--- src/rtl/mc_controller_v2_if.sv ---
// Control bus between the multicycle controller and the accumulator datapath.
// The master drives the datapath strobes and the slave returns opcode, flag and memory handshake.
interface mc_controller_v2_if #(
  parameter int ACW  = 2,
  parameter int ALUW = 3
);
  logic [3:0]      opcode;
  logic            flag_z;
  logic            mem_ready;
  logic            resume;
  logic            pc_write;
  logic            pc_data_sel;
  logic            mem_addr_sel;
  logic            mem_read;
  logic            mem_write;
  logic            ir_write1;
  logic            ir_write2;
  logic            di_write;
  logic            ac_read;
  logic            ac_write;
  logic [ACW-1:0]  ac_addr_sel;
  logic [1:0]      ac_data_sel;
  logic            alu_b_sel;
  logic [ALUW-1:0] alu_cmd;
  logic            flag_en;
  logic            halted;
  logic            err;
  logic [4:0]      state;

  modport master (
    input  opcode, flag_z, mem_ready, resume,
    output pc_write, pc_data_sel, mem_addr_sel, mem_read, mem_write,
           ir_write1, ir_write2, di_write, ac_read, ac_write,
           ac_addr_sel, ac_data_sel, alu_b_sel, alu_cmd, flag_en,
           halted, err, state
  );

  modport slave (
    output opcode, flag_z, mem_ready, resume,
    input  pc_write, pc_data_sel, mem_addr_sel, mem_read, mem_write,
           ir_write1, ir_write2, di_write, ac_read, ac_write,
           ac_addr_sel, ac_data_sel, alu_b_sel, alu_cmd, flag_en,
           halted, err, state
  );
endinterface

--- src/rtl/mc_controller_v2.sv ---
// Multicycle control FSM for the accumulator CPU: opcode decode, datapath strobes,
// memory ready/wait handshake with timeout trap, conditional jump, HALT/resume and sticky error.
module mc_controller_v2 #(
  parameter int ACW     = 2,
  parameter int ALUW    = 3,
  parameter int TW      = 4,
  parameter int TIMEOUT = 15
) (
  input  logic             clk,
  input  logic             rst,
  mc_controller_v2_if.master bus
);

  typedef enum logic [4:0] {
    S_RST   = 5'd0,
    S_F1    = 5'd1,
    S_DEC   = 5'd2,
    S_FADDR = 5'd3,
    S_LDA1  = 5'd4,
    S_LDA2  = 5'd5,
    S_STA1  = 5'd6,
    S_STA2  = 5'd7,
    S_MEMA  = 5'd8,
    S_EXA   = 5'd9,
    S_WBA   = 5'd10,
    S_ACC   = 5'd11,
    S_MVR   = 5'd12,
    S_EXR   = 5'd13,
    S_WBR   = 5'd14,
    S_LDI   = 5'd15,
    S_JMP   = 5'd16,
    S_JZ    = 5'd17,
    S_HALT  = 5'd18,
    S_ERR   = 5'd19
  } state_t;

  state_t          cur;
  state_t          nxt;
  logic [TW-1:0]   wait_cnt;
  logic            mem_state;
  logic            timed_out;

  logic            pc_write;
  logic            pc_data_sel;
  logic            mem_addr_sel;
  logic            mem_read;
  logic            mem_write;
  logic            ir_write1;
  logic            ir_write2;
  logic            di_write;
  logic            ac_read;
  logic            ac_write;
  logic [ACW-1:0]  ac_addr_sel;
  logic [1:0]      ac_data_sel;
  logic            alu_b_sel;
  logic [ALUW-1:0] alu_cmd;
  logic            flag_en;
  logic            halted;
  logic            err;

  assign mem_state = (cur == S_F1) || (cur == S_FADDR) || (cur == S_LDA1) ||
                     (cur == S_STA2) || (cur == S_MEMA);

  // A state that already waited TIMEOUT cycles and is still not ready traps.
  assign timed_out = (TIMEOUT != 0) && (wait_cnt == TW'(TIMEOUT)) && !bus.mem_ready;

  always_ff @(posedge clk or negedge rst) begin
    if (!rst) begin
      cur      <= S_RST;
      wait_cnt <= '0;
    end else begin
      cur <= nxt;
      if (nxt != cur)
        wait_cnt <= '0;
      else if (mem_state && !bus.mem_ready)
        wait_cnt <= wait_cnt + TW'(1);
    end
  end

  always_comb begin
    nxt = cur;
    unique case (cur)
      S_RST:   nxt = S_F1;
      S_F1: begin
        if (bus.mem_ready)  nxt = S_DEC;
        else if (timed_out) nxt = S_ERR;
      end
      S_DEC: begin
        casez (bus.opcode)
          4'b0???: nxt = S_FADDR;
          4'b10??: nxt = S_ACC;
          4'b1100: nxt = S_LDI;
          4'b1101: nxt = S_JZ;
          4'b1110: nxt = S_JMP;
          default: nxt = S_HALT;
        endcase
      end
      S_FADDR: begin
        if (bus.mem_ready) begin
          case (bus.opcode[2:1])
            2'b00:   nxt = S_LDA1;
            2'b01:   nxt = S_STA1;
            default: nxt = S_MEMA;
          endcase
        end else if (timed_out) begin
          nxt = S_ERR;
        end
      end
      S_LDA1: begin
        if (bus.mem_ready)  nxt = S_LDA2;
        else if (timed_out) nxt = S_ERR;
      end
      S_LDA2:  nxt = S_F1;
      S_STA1:  nxt = S_STA2;
      S_STA2: begin
        if (bus.mem_ready)  nxt = S_F1;
        else if (timed_out) nxt = S_ERR;
      end
      S_MEMA: begin
        if (bus.mem_ready)  nxt = S_EXA;
        else if (timed_out) nxt = S_ERR;
      end
      S_EXA:   nxt = S_WBA;
      S_WBA:   nxt = S_F1;
      S_ACC:   nxt = (bus.opcode[1:0] == 2'b00) ? S_MVR : S_EXR;
      S_MVR:   nxt = S_F1;
      S_EXR:   nxt = S_WBR;
      S_WBR:   nxt = S_F1;
      S_LDI:   nxt = S_F1;
      S_JMP:   nxt = S_F1;
      S_JZ:    nxt = S_F1;
      S_HALT:  if (bus.resume) nxt = S_F1;
      S_ERR:   nxt = S_ERR;
      default: nxt = S_ERR;
    endcase
  end

  always_comb begin
    pc_write     = 1'b0;
    pc_data_sel  = 1'b0;
    mem_addr_sel = 1'b0;
    mem_read     = 1'b0;
    mem_write    = 1'b0;
    ir_write1    = 1'b0;
    ir_write2    = 1'b0;
    di_write     = 1'b0;
    ac_read      = 1'b0;
    ac_write     = 1'b0;
    ac_addr_sel  = '0;
    ac_data_sel  = 2'd0;
    alu_b_sel    = 1'b0;
    alu_cmd      = '0;
    flag_en      = 1'b0;
    halted       = 1'b0;
    err          = 1'b0;
    unique case (cur)
      S_F1: begin
        mem_read  = 1'b1;
        pc_write  = bus.mem_ready;
        ir_write1 = bus.mem_ready;
      end
      S_FADDR: begin
        mem_read  = 1'b1;
        pc_write  = bus.mem_ready;
        ir_write2 = bus.mem_ready;
      end
      S_LDA1: begin
        mem_addr_sel = 1'b1;
        mem_read     = 1'b1;
      end
      S_LDA2: begin
        ac_write    = 1'b1;
        ac_data_sel = 2'd0;
        ac_addr_sel = ACW'(0);
      end
      S_STA1: begin
        ac_read     = 1'b1;
        ac_addr_sel = ACW'(0);
      end
      S_STA2: begin
        mem_addr_sel = 1'b1;
        mem_write    = 1'b1;
      end
      S_MEMA: begin
        mem_addr_sel = 1'b1;
        mem_read     = 1'b1;
        ac_read      = 1'b1;
        ac_addr_sel  = ACW'(0);
      end
      S_EXA: begin
        alu_b_sel = 1'b1;
        alu_cmd   = bus.opcode[1] ? ALUW'(1) : ALUW'(0);
        flag_en   = 1'b1;
      end
      S_WBA: begin
        ac_write    = 1'b1;
        ac_data_sel = 2'd1;
        ac_addr_sel = ACW'(0);
      end
      S_ACC: begin
        ac_read     = 1'b1;
        ac_addr_sel = ACW'(1);
      end
      S_MVR: begin
        ac_write    = 1'b1;
        ac_addr_sel = ACW'(2);
        ac_data_sel = 2'd2;
      end
      S_EXR: begin
        alu_b_sel   = 1'b0;
        ac_read     = 1'b1;
        ac_addr_sel = ACW'(2);
        // 1001/1010/1011 map onto ADD/AND/OR
        alu_cmd     = ALUW'(bus.opcode[1:0]) - ALUW'(1);
        flag_en     = 1'b1;
      end
      S_WBR: begin
        ac_write    = 1'b1;
        ac_addr_sel = ACW'(2);
        ac_data_sel = 2'd1;
      end
      S_LDI:   di_write = 1'b1;
      S_JMP: begin
        pc_data_sel = 1'b1;
        pc_write    = 1'b1;
      end
      S_JZ: begin
        pc_data_sel = 1'b1;
        pc_write    = bus.flag_z;
      end
      S_HALT:  halted = 1'b1;
      S_ERR:   err    = 1'b1;
      default: ;
    endcase
  end

  assign bus.pc_write     = pc_write;
  assign bus.pc_data_sel  = pc_data_sel;
  assign bus.mem_addr_sel = mem_addr_sel;
  assign bus.mem_read     = mem_read;
  assign bus.mem_write    = mem_write;
  assign bus.ir_write1    = ir_write1;
  assign bus.ir_write2    = ir_write2;
  assign bus.di_write     = di_write;
  assign bus.ac_read      = ac_read;
  assign bus.ac_write     = ac_write;
  assign bus.ac_addr_sel  = ac_addr_sel;
  assign bus.ac_data_sel  = ac_data_sel;
  assign bus.alu_b_sel    = alu_b_sel;
  assign bus.alu_cmd      = alu_cmd;
  assign bus.flag_en      = flag_en;
  assign bus.halted       = halted;
  assign bus.err          = err;
  assign bus.state        = cur;

endmodule
--- src/flat_wrapper.sv ---
// flat-port wrapper written by rule: the top's interface ports become plain ports
module mc_controller_v2_flat 
#(
  parameter int ACW     = 2,
  parameter int ALUW    = 3,
  parameter int TW      = 4,
  parameter int TIMEOUT = 15
)
  (clk, rst, bus_opcode, bus_flag_z, bus_mem_ready, bus_resume, bus_pc_write, bus_pc_data_sel, bus_mem_addr_sel, bus_mem_read, bus_mem_write, bus_ir_write1, bus_ir_write2, bus_di_write, bus_ac_read, bus_ac_write, bus_ac_addr_sel, bus_ac_data_sel, bus_alu_b_sel, bus_alu_cmd, bus_flag_en, bus_halted, bus_err, bus_state);
  mc_controller_v2_if #(.ACW(ACW), .ALUW(ALUW)) bus_i ();
  input  logic clk;
  input  logic rst;
  input wire logic [$bits(bus_i.opcode)-1:0] bus_opcode;
  input wire logic [$bits(bus_i.flag_z)-1:0] bus_flag_z;
  input wire logic [$bits(bus_i.mem_ready)-1:0] bus_mem_ready;
  input wire logic [$bits(bus_i.resume)-1:0] bus_resume;
  output wire logic [$bits(bus_i.pc_write)-1:0] bus_pc_write;
  output wire logic [$bits(bus_i.pc_data_sel)-1:0] bus_pc_data_sel;
  output wire logic [$bits(bus_i.mem_addr_sel)-1:0] bus_mem_addr_sel;
  output wire logic [$bits(bus_i.mem_read)-1:0] bus_mem_read;
  output wire logic [$bits(bus_i.mem_write)-1:0] bus_mem_write;
  output wire logic [$bits(bus_i.ir_write1)-1:0] bus_ir_write1;
  output wire logic [$bits(bus_i.ir_write2)-1:0] bus_ir_write2;
  output wire logic [$bits(bus_i.di_write)-1:0] bus_di_write;
  output wire logic [$bits(bus_i.ac_read)-1:0] bus_ac_read;
  output wire logic [$bits(bus_i.ac_write)-1:0] bus_ac_write;
  output wire logic [$bits(bus_i.ac_addr_sel)-1:0] bus_ac_addr_sel;
  output wire logic [$bits(bus_i.ac_data_sel)-1:0] bus_ac_data_sel;
  output wire logic [$bits(bus_i.alu_b_sel)-1:0] bus_alu_b_sel;
  output wire logic [$bits(bus_i.alu_cmd)-1:0] bus_alu_cmd;
  output wire logic [$bits(bus_i.flag_en)-1:0] bus_flag_en;
  output wire logic [$bits(bus_i.halted)-1:0] bus_halted;
  output wire logic [$bits(bus_i.err)-1:0] bus_err;
  output wire logic [$bits(bus_i.state)-1:0] bus_state;
  assign bus_i.opcode = bus_opcode;
  assign bus_i.flag_z = bus_flag_z;
  assign bus_i.mem_ready = bus_mem_ready;
  assign bus_i.resume = bus_resume;
  assign bus_pc_write = bus_i.pc_write;
  assign bus_pc_data_sel = bus_i.pc_data_sel;
  assign bus_mem_addr_sel = bus_i.mem_addr_sel;
  assign bus_mem_read = bus_i.mem_read;
  assign bus_mem_write = bus_i.mem_write;
  assign bus_ir_write1 = bus_i.ir_write1;
  assign bus_ir_write2 = bus_i.ir_write2;
  assign bus_di_write = bus_i.di_write;
  assign bus_ac_read = bus_i.ac_read;
  assign bus_ac_write = bus_i.ac_write;
  assign bus_ac_addr_sel = bus_i.ac_addr_sel;
  assign bus_ac_data_sel = bus_i.ac_data_sel;
  assign bus_alu_b_sel = bus_i.alu_b_sel;
  assign bus_alu_cmd = bus_i.alu_cmd;
  assign bus_flag_en = bus_i.flag_en;
  assign bus_halted = bus_i.halted;
  assign bus_err = bus_i.err;
  assign bus_state = bus_i.state;
  mc_controller_v2 #(.ACW(ACW), .ALUW(ALUW), .TW(TW), .TIMEOUT(TIMEOUT)) u_core (.clk(clk), .rst(rst), .bus(bus_i));
endmodule
--- config.mk ---
export PLATFORM = sky130hd
export DESIGN_NAME = mc_controller_v2_flat
export DESIGN_NICKNAME = d
export VERILOG_FILES = /design/src/rtl/mc_controller_v2_if.sv /design/src/rtl/mc_controller_v2.sv /design/src/flat_wrapper.sv
export SDC_FILE = /design/constraint.sdc
export NUM_CORES = 1
export LEC_CHECK = 0
export CELL_PAD_IN_SITES_DETAIL_PLACEMENT = 1
export CELL_PAD_IN_SITES_GLOBAL_PLACEMENT = 1
export CORE_MARGIN = 2
export CORE_UTILIZATION = 30
export CTS_CLUSTER_SIZE = 40
export DETAILED_ROUTE_END_ITERATION = 10
export PLACE_DENSITY = 0.74
export SYNTH_ARGS = -nofsm -noshare
export SYNTH_HDL_FRONTEND = slang
export SYNTH_SLANG_ARGS = --single-unit
--- constraint.sdc ---
create_clock -name clk -period 4.04 [get_ports clk]
set_input_delay 0.606 -clock clk [delete_from_list [all_inputs] [get_ports clk]]
set_output_delay 0.606 -clock clk [all_outputs]
set_load 0.05 [all_outputs]
==> run summary <==
Status - finished clean
Slowest-stage cell, CP - clkdlybuf4s50_1
WL/cell - 17.5 um
Critical Path End Type - output port
Least-Margin Pin Slew - 677 ps
Vias in the first global route - 1,434
CTS tree - yes
Startpoint Class - input port
Sequential-to-total area share from yosys stat - 18.0%
Port Buffers - 34
Mapped Area - 0.00125 mm^2
# IOs - 35
Leakage - 0.630 nW
Number of buffers created by CTS - 3
Worst skew pair latency - 230 ps
Netlist cell types - 53
Hold Buf Count CTS - 0
Routability-driven placement congestion ratio - 0.900
Final setup margin - 730 ps
CP Cell Sequence - clkdlybuf4s50_1, inv_1, nor4_1, clkdlybuf4s50_1
Overflow left after global routing - 0
Worst-path fanout max - 9
Initial antenna violation count - 0
Max stage delay on crit path - 890 ps
Clk buf depth - 2
Ant. Diodes - 0
Share of post-route cells with drive strength above 1 - 7.50%
Relative slew slack - 54.3%
Synthesis-to-finish area growth - 33.0%
Clk sinks - 9
# rows - 23
Synthesized area per cell - 7.35 um^2
RSZ-0062 raised after global routing - false
Design area - 0.00166 mm^2
Floorplan core area - 0.00400 mm^2
Post-DRT Antenna Nets - 0
H-Tree Depth - 1
Yosys warning count - 0
Die height - 68.5 um
Final Cycle Share - 81.9%
Die X - 68.5 um
Global-route wire length before repair - 7240 um
Ys async rst share - 100%
Post-CTS Setup Inserts - 0
Worst min-delay path class - register to register
Top FF cell, synth - dfrtp_1
Drt total wl - 4380 um
Final number of hold-violating endpoints - 0
Syn Inst Count - 170
Worst-path clk slew - 40 ps
Via count - 1,444
Drt drc - 0
Starting Density - 31.2%
Yosys reg bits - 9
Fmax - 302 MHz
Pin count of the biggest net entering global routing - 29
Overall routing resource usage - 20.2%
Starting DRT DRC Count - 81
Dpl cell area - 0.00162 mm^2
Final Max Tran Viols - 0
Clock Tree Root - clkbuf_8
Cts repair resizes - 0
NumNets Final - 214
Routed vias/inst - 5.78
Syn nets - 183
Dpl ws - 750 ps
EDFF count, synth - 0
First-pass DRT Iterations - 4
Critical path class - input port to output port
Final setup TNS - 0 ps
CP required - 3430 ps
Post-route minimum period - 3310 ps
DIE AREA - 0.00469 mm^2
PwrDens - 826 mW/mm^2
Max Cap Viol - 0
Final setup viols - 0
DP Wirelength - 3370 um
Skew final - 2.47 ps
Peak supply drop - 212 uV
Worst Path Arrival - 2700 ps
Cell mode on critical path - clkdlybuf4s50_1
[cell families (layout without fill, tap and decap cells)]
family          Yosys count  after routing  synth area share, %
flops                     9              9                 18.0
compound gates           46             46                 26.5
buf+inv                  18             48                 7.52
xor+xnor                  4              4                 2.81
fa+ha+maj                 4              4                 4.01
mux                       3              3                 2.40
simple gates             86             86                 38.8
[layer usage]
layer | GRT usage [%] | part of all wire (%) | wire [um] | vias up
li1 | - | - | - | 707
met1 | 26.9 | 45 | 1970 | 690
met2 | 34.7 | 49 | 2150 | 39
met3 | 1.95 | 3.9 | 173 | 8
met4 | 5.50 | 2.1 | 91 | 0
met5 | 0 | 0 | 0 | -
[worst max-delay path: cells and delay by family]
family,cells,cell delay [ps]
buf+inv,3,1710
simple gates,1,390
[cell type report]
| type | count | area, um^2 |
|---|---|---|
| clock buffer | 4 | 45.0 |
| inverter | 5 | 18.8 |
| timing repair buffer | 39 | 378 |
| multi-input combinational | 143 | 931 |
| tap | 50 | 62.6 |
| fill | 513 | 2340 |
| sequential | 9 | 225 |
[metrics by stage]
| step | cells | util [%] | hold slack, ps | power, mW |
|---|---|---|---|---|
| 6_report | 250 | 41.5 | 597 | 1.37 |
| 5_1_grt | 250 | 41.5 | 633 | 1.48 |
| 4_1_cts | 250 | 41.5 | 602 | 1.37 |
| 3_5_place_dp | 246 | 40.4 | 581 | 1.26 |
| 3_3_place_gp | 246 | 40.4 | 570 | 1.22 |
| 2_1_floorplan | 170 | - | 310 | 0.965 |
[layout by cell type (no fill, tap or decap), drive strengths merged, types with 3 or more instances in the layout]
| cell | count |
|---|---|
| a21o | 3 |
| mux2i | 3 |
| o21ai | 5 |
| ha | 4 |
| or3b | 3 |
| inv | 5 |
| nor2b | 6 |
| clkbuf | 4 |
| nand4 | 4 |
| nand3 | 8 |
| nor2 | 18 |
| nor3 | 13 |
| a21oi | 9 |
| buf | 5 |
| nand2b | 9 |
| nand2 | 12 |
| o311ai | 3 |
| nor3b | 3 |
| o211ai | 3 |
| a31oi | 3 |
| clkdlybuf4s50 | 34 |
| dfrtp | 9 |
[final timing paths]
kind / startpoint / to / slack (ps) / depth (start not counted)
setup / recovery: bus_mem_ready / bus_ir_write2 / 730 / 4
hold / removal: u_core.wait_cnt[0]$_DFFE_PN0P_ / u_core.wait_cnt[0]$_DFFE_PN0P_ / 600 / 2
setup reg to reg: u_core.bus.state[3]$_DFF_PN0_ / u_core.wait_cnt[3]$_DFFE_PN0P_ / 1480 / 6
hold reg to reg: u_core.wait_cnt[0]$_DFFE_PN0P_ / u_core.wait_cnt[0]$_DFFE_PN0P_ / 600 / 2
max in group asynchronous: rst / u_core.bus.state[3]$_DFF_PN0_ / 3090 / 1
min in group asynchronous: rst / u_core.bus.state[2]$_DFF_PN0_ / 670 / 1
[flip-flops by register name, indices dropped and copies added (netlist names)]
register          count
u_core.wait_cnt       4
u_core.bus.state      5
[cells in the mapped netlist (2+ instances only)]
| cell | instances | area share (%) |
|---|---|---|
| or3b_2 | 2 | 1.4 |
| a21o_1 | 3 | 1.8 |
| nand2_1 | 12 | 3.6 |
| xnor2_1 | 2 | 1.4 |
| a21oi_1 | 9 | 3.6 |
| and3_1 | 2 | 1.0 |
| xor2_1 | 2 | 1.4 |
| nor4b_2 | 2 | 2.4 |
| nor3b_1 | 3 | 1.8 |
| o41ai_1 | 2 | 1.4 |
| a22oi_1 | 2 | 1.2 |
| a31oi_1 | 3 | 1.5 |
| clkbuf_1 | 3 | 0.90 |
| buf_6 | 2 | 1.8 |
| nor2b_1 | 6 | 3.0 |
| nand3_1 | 8 | 3.2 |
| o211ai_1 | 3 | 1.8 |
| dfrtp_1 | 9 | 18 |
| o311ai_0 | 2 | 1.4 |
| nor3_1 | 12 | 4.8 |
| inv_1 | 5 | 1.5 |
| o21bai_1 | 2 | 1.2 |
| a32oi_1 | 2 | 1.4 |
| nand4_1 | 3 | 1.5 |
| mux2i_1 | 3 | 2.4 |
| o21ai_0 | 5 | 2.0 |
| nand2b_1 | 9 | 4.5 |
| buf_2 | 6 | 2.4 |
| nor2_1 | 18 | 5.4 |
| a21boi_0 | 2 | 1.2 |
| ha_1 | 4 | 4.0 |
[power by group]
part / switching [mW] / internal, mW
registers: 0.0799 / 0.117
clock network: 0.0354 / 0.0687
logic: 0.698 / 0.372
total: 0.813 / 0.558
Note: power is estimated with default switching activity, not from simulation.
